--- src/rtl/mult_seq_shift_add.sv ---
// Iterative shift-add multiplier: WIDTH x WIDTH -> 2*WIDTH, unsigned or two's complement per transaction.
// Latency: WIDTH cycles from operand transfer to out_valid; one result per WIDTH+2 cycles at best.
// Backpressure: result held in DONE until out_ready; in_ready low (operands ignored) while RUN/DONE.
//
// Ports:
//   clk, rst              clock, synchronous active-high reset
//   in_valid / in_ready   operand handshake carrying a, b, is_signed
//   out_valid / out_ready result handshake carrying product
//   busy                  high while an operation is in progress or its result is waiting
module mult_seq_shift_add #(
    parameter int WIDTH     = 8,
    parameter int SIGNED_EN = 1
) (
    input  logic               clk,
    input  logic               rst,
    input  logic               in_valid,
    output logic               in_ready,
    input  logic [WIDTH-1:0]   a,
    input  logic [WIDTH-1:0]   b,
    input  logic               is_signed,
    output logic               out_valid,
    input  logic               out_ready,
    output logic [2*WIDTH-1:0] product,
    output logic               busy
);

    localparam int CNT_W   = $clog2(WIDTH);
    localparam bit HAS_SGN = (SIGNED_EN != 0);

    localparam logic [1:0] S_IDLE = 2'd0;
    localparam logic [1:0] S_RUN  = 2'd1;
    localparam logic [1:0] S_DONE = 2'd2;

    logic [1:0]         state;
    logic [WIDTH:0]     mcand;     // multiplicand, extended by one bit
    logic [WIDTH-1:0]   mplier;    // multiplier, consumed LSB first
    logic [2*WIDTH:0]   acc;       // running partial product
    logic [CNT_W-1:0]   cnt;
    logic               sgn;

    logic               sgn_in;
    logic               last;
    logic [WIDTH:0]     upper;
    logic [WIDTH:0]     addend;
    logic [WIDTH:0]     sum;
    logic               fill;
    logic [2*WIDTH:0]   acc_nxt;

    // With signed mode compiled out, is_signed has no effect and sgn stays 0.
    assign sgn_in = HAS_SGN & is_signed;

    assign last   = (cnt == CNT_W'(WIDTH - 1));
    assign upper  = acc[2*WIDTH:WIDTH];
    assign addend = mplier[0] ? mcand : '0;

    // The multiplier MSB carries negative weight in two's complement, so the
    // final iteration subtracts the multiplicand instead of adding it.
    generate
        if (HAS_SGN) begin : g_addsub
            assign sum = (sgn && last) ? (upper - addend) : (upper + addend);
        end else begin : g_add
            assign sum = upper + addend;
        end
    endgenerate

    // In unsigned mode sum[WIDTH] is a carry, not a sign, so the shift fills with 0.
    assign fill    = sgn & sum[WIDTH];
    assign acc_nxt = {fill, sum, acc[WIDTH-1:1]};

    // rst gates in_ready so it reads 0 for the whole reset pulse, not just after the first edge.
    assign in_ready  = (state == S_IDLE) && !rst;
    assign out_valid = (state == S_DONE);
    assign busy      = (state != S_IDLE);

    always_ff @(posedge clk) begin
        if (rst) begin
            state   <= S_IDLE;
            mcand   <= '0;
            mplier  <= '0;
            acc     <= '0;
            cnt     <= '0;
            sgn     <= 1'b0;
            product <= '0;
        end else begin
            case (state)
                S_IDLE: begin
                    if (in_valid) begin
                        mcand  <= {sgn_in & a[WIDTH-1], a};
                        mplier <= b;
                        sgn    <= sgn_in;
                        acc    <= '0;
                        cnt    <= '0;
                        state  <= S_RUN;
                    end
                end
                S_RUN: begin
                    acc    <= acc_nxt;
                    mplier <= mplier >> 1;
                    cnt    <= cnt + CNT_W'(1);
                    if (last) begin
                        product <= acc_nxt[2*WIDTH-1:0];
                        state   <= S_DONE;
                    end
                end
                S_DONE: begin
                    if (out_ready) begin
                        state <= S_IDLE;
                    end
                end
                default: state <= S_IDLE;
            endcase
        end
    end

endmodule

--- config.mk ---
export PLATFORM = sky130hd
export DESIGN_NAME = mult_seq_shift_add
export DESIGN_NICKNAME = d
export VERILOG_FILES = /design/src/rtl/mult_seq_shift_add.sv
export SDC_FILE = /design/constraint.sdc
export NUM_CORES = 1
export LEC_CHECK = 0
export BUFFER_PORTS_ARGS = -buffer_cell sky130_fd_sc_hd__buf_2
export CAP_MARGIN = 0
export CELL_PAD_IN_SITES_DETAIL_PLACEMENT = 0
export CELL_PAD_IN_SITES_GLOBAL_PLACEMENT = 1
export CORE_MARGIN = 3
export CORE_UTILIZATION = 44
export CTS_CLUSTER_SIZE = 20
export DETAILED_ROUTE_END_ITERATION = 10
export PLACE_DENSITY = 0.94
export SYNTH_ARGS = -nofsm -noshare
export SYNTH_HDL_FRONTEND = slang
export SYNTH_SLANG_ARGS = --single-unit
--- constraint.sdc ---
create_clock -name clk -period 8.5 [get_ports clk]
set_input_delay 0.425 -clock clk [delete_from_list [all_inputs] [get_ports clk]]
set_output_delay 0.425 -clock clk [all_outputs]
set_load 0.005 [all_outputs]
==> summary.md, run 1 <==
| Metric | Value |
|---|---|
| Largest fanout of any net on the critical path | `11` |
| Nets | `around 390` |
| Setup repair after global routing missed its margin | `no` |
| Clock latency on the worst-skew pair | `0.31 ns` |
| TritonCTS Sinks | `55` |
| Most common cell after layout, fill and taps aside | `sky130_fd_sc_hd__nand2_1` |
| Max Clock Skew | `~0.0084 ns` |
| Area growth syn-to-layout | `12.3%` |
| Netlist Area Pre-Place | `around 0.0026 mm2` |
| Highest clock frequency the design can meet | `0.290 GHz` |
| Post-route setup slack | `5.05 ns` |
| Worst hold-check slack | `around 0.34 ns` |
| Initial antenna violation count | `0` |
| Buffers from clock root to sink, at most | `2` |
| Count of inserted antenna diode cells | `0` |
| Peak supply drop | `0.000102 V` |
| Flip-flop and latch count after synthesis | `55` |
| Main synth FF type | `sky130_fd_sc_hd__dfxtp_1` |
| Wire length of the first global-routing pass | `slightly below 10,000 um` |
| DR WL/cell | `13.0 um` |
| Cell types occupying the most area after synthesis | `sky130_fd_sc_hd__dfxtp_1 43%, sky130_fd_sc_hd__nand2_1 11%, sky130_fd_sc_hd__a21oi_1 7.0%, sky130_fd_sc_hd__nor2_1 6.4%, sky130_fd_sc_hd__ha_1 5.4%` |
| Portion of synthesized cell area occupied by the leading cell type | `42.9%` |
| Residual antenna-violating net count after detailed routing | `0` |
| Clock tree root driver cell | `sky130_fd_sc_hd__clkbuf_8` |
| Biggest cell delay along the critical path | `0.55 ns` |
| Total count of max-transition violations in the final report | `0` |
| Library cells used by synthesis | `37` |
| Vias per inst | `about 5.3` |
| Leakage | `1.15 nW` |
| Max transition margin | `34.6%` |
| Sequential area share after synthesis | `42.9%` |
| CTS tree | `built` |
| Core footprint | `roughly 0.0056 mm2` |
| Routed length on met2 | `2560 um` |
| Post-cts gate resize count | `0` |
| Met3 routed wirelength | `between 200 and 300 um` |
| Post-synth net total | `360` |
| Switching power as a share of total power | `a little under a third` |
| Share of power burned in registers | `48.9%` |
| DRC violations left | `0` |
| Maximum capacitance violations | `0` |
| Worst slack after detailed placement | `5.09 ns` |
| Share of power burned in the clock network | `26.6%` |
| Via Count | `2,276` |
| Highest-count cells in the layout ignoring fill and taps | `73 x sky130_fd_sc_hd__nand2_1, 55 x sky130_fd_sc_hd__dfxtp_1, 44 x sky130_fd_sc_hd__nor2_1` |
| Count of buffers added by post-CTS timing repair for setup | `0` |
| Power density over the cells | `199 mW/mm2` |
| Share of the clock period used by the worst path after layout | `~40%` |
| Gpl congestion | `0.871` |
| Met1 Wirelength | `2660 um` |
| Max layer used | `met4` |
| Switch Pwr | `about 180 uW` |
| Internal cell power | `392 uW` |
| Total of hold buffers inserted after clock tree synthesis | `0` |
| Buffers on Ports | `39` |
| Average footprint of a synthesized cell | `7.84 um2` |
| Estimated wirelength of the detail-placed design | `3950 um` |
| Ports placed on the boundary | `40` |
| Number of DRC violations after detailed-routing iteration 0 | `roughly 160` |
| Initial core utilization | `46.0%` |
| Slowest stage cell on the critical path | `sky130_fd_sc_hd__dfxtp_1` |
| Die outline width | `82.3 um` |
| Cell accounting for the most synthesized area | `sky130_fd_sc_hd__dfxtp_1` |
| Design Power | `573 uW` |
| Number of warnings issued by yosys | `0` |
| Delay-heaviest family, CP | `simple AND/OR/NAND/NOR gates` |
| Count of standard-cell rows | `27` |
| Proportion of layout cells with a drive suffix above 1 | `14.9%` |
| List of cells traversed by the critical path | `nand2_1, ha_1, a21oi_1, nor2_1, or3b_2, ha_1, or3_1, nand2b_1, o2bb2ai_1, xnor2_1, xnor2_1, a32oi_1, nor2_1` |
| Clock transition at the register clock pins on the worst setup and hold paths after CTS | `0.11 ns` |
| First-pass iteration count of the detailed router | `4` |
| Combinational cell fraction of total power | `24.5%` |
| Final-report setup violation count | `0` |
| Path class of the lowest-slack min-delay path | `in -> reg` |
| Die boundary height | `slightly above 80 um` |
| Number of filler cells placed in the layout | `574` |
| Critical Path End Type | `flop` |
| Total wire length after detailed routing | `5570 um` |
| Clock buffer count from CTS | `5` |
| H-tree depth | `2` |
| Slew of the pin with the lowest slew margin | `0.981 ns` |
| Kind of critical path | `reg -> reg` |
| Count of buffer and inverter cells on the critical path | `0` |
| Number of instances in the synthesized netlist | `327` |
| Outcome | `finished, final reports clean` |
| Post-synth EDFFs | `0` |
| Die area | `0.00678 mm2` |
| Category of the worst setup path launch point | `flop` |
| Final Hold Violating Endpoints | `0` |
| Time the final worst path needs with I/O delays and setup | `3.45 ns` |
| Critical path data arrival time | `3.62 ns` |
| Pin count of the biggest net entering global routing | `between 50 and 60` |
| Total negative setup slack | `0 ns` |
| Critical path data required time | `8.67 ns` |
| Number of global-route vias before repair | `2,151` |
| FFs w/ async S/R, synth | `0%` |
| Overall track demand over capacity in global routing | `18.1%` |
| Total gr overflow | `0` |
-- registers in the layout, indices dropped and copies added, names as in the netlist --
name	cells
mcand	9
sgn	1
product	16
mplier	8
acc	16
state	2
cnt	3
-- worst register-to-register path, cell delays in order, from the launching register on --
cell                        delay, ns
sky130_fd_sc_hd__dfxtp_1         0.55
sky130_fd_sc_hd__nand2_1         0.15
sky130_fd_sc_hd__ha_1            0.25
sky130_fd_sc_hd__a21oi_1         0.29
sky130_fd_sc_hd__nor2_1          0.13
sky130_fd_sc_hd__or3b_2          0.49
sky130_fd_sc_hd__ha_1            0.23
sky130_fd_sc_hd__or3_1           0.35
sky130_fd_sc_hd__nand2b_1        0.16
sky130_fd_sc_hd__o2bb2ai_1       0.16
sky130_fd_sc_hd__xnor2_1         0.15
sky130_fd_sc_hd__xnor2_1         0.13
sky130_fd_sc_hd__a32oi_1         0.21
sky130_fd_sc_hd__nor2_1          0.06
-- per-stage QoR --
stage	area (um2)	instances	utilization, %
after floorplan	2560	327	-
after global placement	2780	420	49.9
after detailed placement	2780	420	49.9
after CTS	2880	428	51.6
after global routing	2880	428	51.6
final	2880	428	51.6
-- power by group through the flow --
stage | Combinational (mW) | Sequential [mW] | Clock [mW]
global route | 0.160 | 0.282 | 0.166
floorplan | 0.114 | 0.282 | 0
finish | 0.140 | 0.280 | 0.152
global placement | 0.137 | 0.285 | 0
detailed placement | 0.139 | 0.286 | 0
CTS | 0.140 | 0.280 | 0.157
-- layer usage --
metal,global-route usage [%],vias to the layer above
met4,4.98,0
met5,0,-
li1,-,1163
met1,24.6,1051
met3,3.25,7
met2,29.5,55
-- cell usage after synthesis, types with 2 or more instances --
cell and instances:
sky130_fd_sc_hd__dfxtp_1 55, sky130_fd_sc_hd__nand3_1 6, sky130_fd_sc_hd__o21a_1 7, sky130_fd_sc_hd__inv_1 7, sky130_fd_sc_hd__a311oi_1 7, sky130_fd_sc_hd__nor2b_1 4, sky130_fd_sc_hd__xor2_1 2, sky130_fd_sc_hd__a22oi_1 11
sky130_fd_sc_hd__and2_1 3, sky130_fd_sc_hd__nand2_1 73, sky130_fd_sc_hd__nand2b_1 4, sky130_fd_sc_hd__ha_1 11, sky130_fd_sc_hd__a211oi_1 4, sky130_fd_sc_hd__a21oi_1 36, sky130_fd_sc_hd__nor3_1 3, sky130_fd_sc_hd__xnor2_1 7
sky130_fd_sc_hd__nor2_1 44, sky130_fd_sc_hd__or3_1 2, sky130_fd_sc_hd__clkbuf_1 16, sky130_fd_sc_hd__o21ai_0 6, sky130_fd_sc_hd__buf_2 2, sky130_fd_sc_hd__nor3_2 2
-- final timing paths --
path | start | endpoint | slack, ns | cells after the start
worst max-delay path | mplier[0]$_SDFFE_PP0P_ | acc[16]$_SDFFE_PP0P_ | 5.05 | 13
worst max register to register | mplier[0]$_SDFFE_PP0P_ | acc[16]$_SDFFE_PP0P_ | 5.05 | 13
worst min register to register | product[3]$_SDFFE_PP0P_ | product[3]$_SDFFE_PP0P_ | 0.46 | 2
worst min-delay path | a[5] | mcand[5]$_SDFFE_PP0P_ | 0.34 | 3
-- logic make-up after synthesis --
kind of cell,share of synthesized area [%]
AND/OR/NAND/NOR,24.4
XOR/XNOR,3.07
flip-flops,42.9
AO/OA/AOI/OAI,19.6
adder cells (fa/ha/maj),6.15
buffers and inverters,3.90
-- final cells by class --
type | count | area [um2] | share of cell area, %
Sequential cell | 55 | 1100 | 38.2
Clock buffer | 5 | 68.8 | 2.39
Timing Repair Buffer | 40 | 203 | 7.04
Multi-Input combinational cell | 246 | 1360 | 47.3
Tap cell | 72 | 90.1 | 3.13
Inverter | 7 | 26.3 | 0.913
Clock inverter | 3 | 27.5 | 0.956
Note: power is estimated with default switching activity, not from simulation.
==> run 2, diff against run 1 <==
- CORE_UTILIZATION: 44 -> 41
- PLACE_DENSITY: 0.94 -> 0.9
- clock period: 8.5 -> 3.2 ns (I/O delays scaled with it)
==> run 2 against run 1 <==
  * Utilization is 2.6 points lower
  * Maximum frequency is 13% higher
  * Combinational power grew to 2.8 times the previous value
  * Non-clock buffer count is 5 higher
  * Register-to-register slack worse by 4.9 ns
  * Routed wire length is 3.8% higher
  * Largest cell class unchanged
==> summary.md, run 2 (synthesized netlist as in run 1, its figures left out) <==
| Metric | Value |
|---|---|
| Max Clock Skew | `0.0147 ns` |
| Die area | `0.00724 mm2` |
| Leakage | `1.18 nW` |
| Count of buffer and inverter cells on the critical path | `0` |
| H-tree depth | `2` |
| Total of hold buffers inserted after clock tree synthesis | `0` |
| Final-report setup violation count | `0` |
| Total gr overflow | `0` |
| Buffers on Ports | `39` |
| Power density over the cells | `521 mW/mm2` |
| Slew of the pin with the lowest slew margin | `1.03 ns` |
| Path class of the lowest-slack min-delay path | `in -> reg` |
| Area growth syn-to-layout | `14.5%` |
| Design Power | `1.53 mW` |
| Critical Path End Type | `flop` |
| DRC violations left | `0` |
| List of cells traversed by the critical path | `ha_1, ha_2, a21oi_2, nor2_1, or3b_2, ha_1, or3_1, nand2b_1, o2bb2ai_2, xnor2_1, xnor2_1, a32oi_1, nor2_1` |
| Core footprint | `0.00599 mm2` |
| Number of DRC violations after detailed-routing iteration 0 | `between 80 and 90` |
| Global Route met1 Usage | `22.0%` |
| Combinational cell fraction of total power | `25.8%` |
| Clock buffer count from CTS | `5` |
| Clock transition at the register clock pins on the worst setup and hold paths after CTS | `0.10 ns` |
| Residual antenna-violating net count after detailed routing | `0` |
| Biggest cell delay along the critical path | `0.47 ns` |
| Pin count of the biggest net entering global routing | `57` |
| Most common cell after layout, fill and taps aside | `sky130_fd_sc_hd__nand2_1` |
| Critical path data arrival time | `3.23 ns` |
| Switch Pwr | `slightly below 500 uW` |
| Count of inserted antenna diode cells | `0` |
| Global routing met2 resource utilization | `26.0%` |
| Internal cell power | `1.05 mW` |
| Number of filler cells placed in the layout | `621` |
| Clock tree root driver cell | `sky130_fd_sc_hd__clkbuf_8` |
| First-pass iteration count of the detailed router | `4` |
| Share of the clock period used by the worst path after layout | `95.5%` |
| Max transition margin | `around 31%` |
| Die outline width | `around 85 um` |
| CTS tree | `built` |
| Critical path data required time | `3.37 ns` |
| Busiest layer in global routing | `met2` |
| Share of power burned in the clock network | `25.8%` |
| Clock latency on the worst-skew pair | `0.32 ns` |
| Proportion of layout cells with a drive suffix above 1 | `18.0%` |
| Vias per inst | `5.24` |
| Count of standard-cell rows | `28` |
| Total wire length after detailed routing | `5780 um` |
| Share of power burned in registers | `between 40% and 50%` |
| Worst hold-check slack | `0.0745 ns` |
| Switching power as a share of total power | `31.7%` |
| Initial core utilization | `42.8%` |
| Kind of critical path | `reg -> reg` |
| Delay-heaviest family, CP | `simple AND/OR/NAND/NOR gates` |
| Gpl congestion | `roughly 0.85` |
| Estimated wirelength of the detail-placed design | `4010 um` |
| Time the final worst path needs with I/O delays and setup | `3.06 ns` |
| Final Hold Violating Endpoints | `0` |
| Ports placed on the boundary | `40` |
| Die boundary height | `between 80 and 90 um` |
| TritonCTS Sinks | `55` |
| Highest-count cells in the layout ignoring fill and taps | `72 x sky130_fd_sc_hd__nand2_1, 52 x sky130_fd_sc_hd__dfxtp_1, 44 x sky130_fd_sc_hd__nor2_1` |
| Buffers from clock root to sink, at most | `2` |
| Outcome | `finished, final reports clean` |
| Initial antenna violation count | `0` |
| GR met3 Demand/Resource | `roughly 3.5%` |
| Via Count | `2,283` |
| Peak supply drop | `0.000213 V` |
| Nets | `between 300 and 400` |
| Category of the worst setup path launch point | `flop` |
| Regs by FF count | `acc: 16 flops, product: 16 flops, mcand: 9 flops` |
| Overall track demand over capacity in global routing | `between 15 and 20%` |
| Total count of max-transition violations in the final report | `0` |
| DR WL/cell | `13.3 um` |
| Number of global-route vias before repair | `2,108` |
| Maximum capacitance violations | `0` |
| Largest fanout of any net on the critical path | `4` |
| Wire length of the first global-routing pass | `9580 um` |
| Highest clock frequency the design can meet | `approximately 0.33 GHz` |
| Count of buffers added by post-CTS timing repair for setup | `0` |
| Slowest stage cell on the critical path | `sky130_fd_sc_hd__or3b_2` |
## run 2: cell types whose count changed in the layout (fill, tap and decap cells not counted), sizes merged
cell	change
clkinv	+2
buf	+5
inv	-2
## run 2: worst paths after layout
kind | from | endpoint | slack (ns) | cells after the start
worst max-delay path | cnt[0]$_SDFFE_PP0P_ | acc[16]$_SDFFE_PP0P_ | 0.14 | 13
worst min-delay path | a[4] | mcand[4]$_SDFFE_PP0P_ | 0.07 | 3
worst max register to register | cnt[0]$_SDFFE_PP0P_ | acc[16]$_SDFFE_PP0P_ | 0.14 | 13
worst min register to register | product[5]$_SDFFE_PP0P_ | product[5]$_SDFFE_PP0P_ | 0.46 | 2
## run 2: metal layers
metal | part of all wire [%] | wire length [um] | up-vias
met3 | 4.5 | 260 | 8
li1 | - | - | 1177
met5 | 0 | 0 | -
met1 | 50 | 2900 | 1057
met4 | 1.3 | 74 | 0
met2 | 44 | 2550 | 41
## run 2: power by group through the flow
stage	combinational (mW)	sequential [mW]	clock (mW)
floorplan	0.302	0.750	0
global placement	0.377	0.755	0
detailed placement	0.380	0.756	0
CTS	0.383	0.740	0.404
global route	0.443	0.746	0.436
finish	0.394	0.741	0.395
## run 2: what timing repair did
item	4_1_cts	5_1_grt
resized for setup	0	7
endpoints found under the setup margin	0	4
hold endpoints to repair	0	0
## run 2: tightest hold or removal path, cell delays in order
cell	delay (ns)
sky130_fd_sc_hd__buf_2	0.09
sky130_fd_sc_hd__nand2_1	0.05
sky130_fd_sc_hd__a21oi_1	0.05
## run 2: area by class of cell
cell class	count	area (um2)	share of cell area, %
Multi-Input combinational cell	246	1380	46.9
Sequential cell	55	1100	37.6
Timing Repair Buffer	45	240	8.18
Tap cell	75	93.8	3.20
Clock buffer	5	68.8	2.34
Inverter	7	26.3	0.895
Clock inverter	3	25.0	0.852
## run 2: metrics by stage
step | area, um2 | setup WS (ns) | utilization, % | setup TNS [ns] | instances
after global routing | 2940 | -0.0263 | 49.0 | -0.0321 | 436
after global placement | 2820 | 0.197 | 47.1 | 0 | 428
after floorplan | 2560 | 0.00186 | - | 0 | 327
after CTS | 2920 | 0.0710 | 48.7 | 0 | 436
final | 2940 | 0.143 | 49.0 | 0 | 436
after detailed placement | 2820 | 0.0968 | 47.1 | 0 | 428
==> run 3, diff against run 2 <==
- CAP_MARGIN: 0 -> unset
- CORE_ASPECT_RATIO: unset -> 1.2
==> run 3 against run 2 <==
  * Non-clock buffer count grew 3
  * Combinational power is essentially flat
  * Sequential power about the same
  * Hold slack improved by 0.0036 ns
==> summary.md, run 3 (synthesized netlist as in run 1, its figures left out) <==
| Metric | Value |
|---|---|
| Outcome | `finished, final reports clean` |
| Final-report setup violation count | `0` |
| Count of inserted antenna diode cells | `0` |
| Post-route non-filler standard cell count | `between 400 and 500` |
| Path class of the lowest-slack min-delay path | `in -> reg` |
| Number of global-route vias before repair | `2,082` |
| Placed cell area | `0.00285 mm2` |
| Number of cells on the worst reg-to-reg path | `13` |
| Slew of the pin with the lowest slew margin | `approximately 0.99 ns` |
| Regs by FF count | `acc: 16 flops, product: 16 flops, mcand: 9 flops` |
| H-tree depth | `2` |
| Critical R2R Capture | `acc[16]$_SDFFE_PP0P_` |
| Multi-input combinational cell area | `0.00141 mm2` |
| Share of the clock period used by the worst path after layout | `94.2%` |
| Utilization of the core after routing | `around half` |
| Number of filler cells placed in the layout | `617` |
| Peak supply drop | `between 0.0002 and 0.00025 V` |
| Highest-count cells in the layout ignoring fill and taps | `72 x sky130_fd_sc_hd__nand2_1, 53 x sky130_fd_sc_hd__dfxtp_1, 44 x sky130_fd_sc_hd__nor2_1` |
| Overall track demand over capacity in global routing | `about 16%` |
| Proportion of layout cells with a drive suffix above 1 | `19.0%` |
| First-pass iteration count of the detailed router | `4` |
| Die area | `0.00724 mm2` |
| Max Clock Skew | `0.00768 ns` |
| Die outline width | `78.2 um` |
| Sequential cell area | `0.00110 mm2` |
| Setup repair after global routing missed its margin | `no` |
| Buffers from clock root to sink, at most | `2` |
| Fin area | `0.00300 mm2` |
| List of cells traversed by the critical path | `ha_1, ha_4, a21oi_4, nor2_1, or3b_2, ha_1, or3_4, nand2b_1, o2bb2ai_2, xnor2_1, xnor2_1, a32oi_1, nor2_1` |
| Buffers on Ports | `39` |
| Design Power | `1.55 mW` |
| Biggest cell delay along the critical path | `0.47 ns` |
| Core footprint | `0.00586 mm2` |
| Area growth syn-to-layout | `16.9%` |
| DRC violations left | `0` |
| Category of the worst setup path launch point | `flop` |
| Residual antenna-violating net count after detailed routing | `0` |
| Count of standard-cell rows | `30` |
| Worst R2R Start | `cnt[0]$_SDFFE_PP0P_` |
| Maximum capacitance violations | `0` |
| Time the final worst path needs with I/O delays and setup | `3.02 ns` |
| Leakage | `1.20 nW` |
| Total negative setup slack | `0 ns` |
| Total of hold buffers inserted after clock tree synthesis | `0` |
| Nets | `396` |
| Max transition margin | `33.8%` |
| Critical Path End Type | `flop` |
| Pin count of the biggest net entering global routing | `57` |
| Clock transition at the register clock pins on the worst setup and hold paths after CTS | `0.10 ns` |
| Initial core utilization | `between 40% and 50%` |
| Estimated wirelength of the detail-placed design | `between 3000 and 4000 um` |
| Via Count | `2,283` |
| Startpoint of the tightest hold check path | `a[2]` |
| Kind of critical path | `reg -> reg` |
| Power density over the cells | `a little over 500 mW/mm2` |
| Total count of max-transition violations in the final report | `0` |
| Critical path data arrival time | `3.18 ns` |
| DR WL/cell | `about 13 um` |
| Gpl congestion | `0.862` |
| Worst hold-check slack | `about 0.078 ns` |
| Total wire length after detailed routing | `between 5000 and 6000 um` |
| Ports placed on the boundary | `40` |
| Number of DRC violations after detailed-routing iteration 0 | `96` |
| Clock tree root driver cell | `sky130_fd_sc_hd__clkbuf_8` |
| Post-route setup slack | `0.184 ns` |
| Clock latency on the worst-skew pair | `0.31 ns` |
| Final Hold Violating Endpoints | `0` |
| Highest clock frequency the design can meet | `between 0.3 and 0.4 GHz` |
| Most common cell after layout, fill and taps aside | `sky130_fd_sc_hd__nand2_1` |
| Register-to-register setup slack | `~0.18 ns` |
| TritonCTS Sinks | `55` |
| Die boundary height | `approximately 93 um` |
| Worst slack after detailed placement | `-0.0436 ns` |
| CTS tree | `built` |
| Critical path data required time | `3.37 ns` |
| Hold Crit Depth | `3` |
| Clock buffer count from CTS | `5` |
| Wire length of the first global-routing pass | `around 9500 um` |
| Worst hold path endpoint | `mcand[2]$_SDFFE_PP0P_` |
| Vias per inst | `5.14` |
| Slowest stage cell on the critical path | `sky130_fd_sc_hd__or3b_2` |
| Initial antenna violation count | `0` |
| Total gr overflow | `0` |
| Largest fanout of any net on the critical path | `6` |
| Total instance count after detailed placement | `435` |
==> run 3: metal layers <==
layer  global-route usage (%)  wire (um)
met1                     19.6       2480
met2                     29.0       2800
met3                     3.31        202
met4                     4.37         70
met5                        0          0
==> run 3: worst max-delay path: cells and delay by family, from the launching register on <==
| family | cells | cell delay [ns] |
|---|---|---|
| adders and majority gates | 3 | 0.65 |
| and+or+nand+nor | 5 | 1.11 |
| AOI/OAI and AO/OA | 3 | 0.51 |
| xor gates and xnor gates | 2 | 0.26 |
| DFF | 1 | 0.34 |
==> run 3: repair_timing <==
| item | in CTS | in global routing |
|---|---|---|
| resized for setup | 1 | 9 |
| setup buffers | 0 | 1 |
| endpoints found under the setup margin | 2 | 7 |
| pin swaps | 0 | 3 |
==> run 3: power by group <==
| part | internal, mW | switching [mW] |
|---|---|---|
| Clock | 0.177 | 0.232 |
| Sequential | 0.717 | 0.0236 |
| Combinational | 0.178 | 0.219 |
==> run 3: area by class of cell <==
cell class,instances,share of cell area (%)
timing repair buffer,48,8.77
tap,80,3.34
clock buffer,6,2.76
clock inverter,2,0.543
multi-input combinational,246,46.9
sequential,55,36.8
inverter,7,0.877
==> run 3: worst max path at each step <==
stage	start	end	slack, ns	depth (start not counted)
2_1_floorplan	mplier[0]$_SDFFE_PP0P_	acc[16]$_SDFFE_PP0P_	0.002	14
3_3_place_gp	cnt[0]$_SDFFE_PP0P_	acc[16]$_SDFFE_PP0P_	0.05	13
3_5_place_dp	cnt[0]$_SDFFE_PP0P_	acc[16]$_SDFFE_PP0P_	-0.04	13
4_1_cts	cnt[0]$_SDFFE_PP0P_	acc[16]$_SDFFE_PP0P_	0.04	13
5_1_grt	cnt[0]$_SDFFE_PP0P_	acc[16]$_SDFFE_PP0P_	0.02	13
6_report	cnt[0]$_SDFFE_PP0P_	acc[16]$_SDFFE_PP0P_	0.18	13
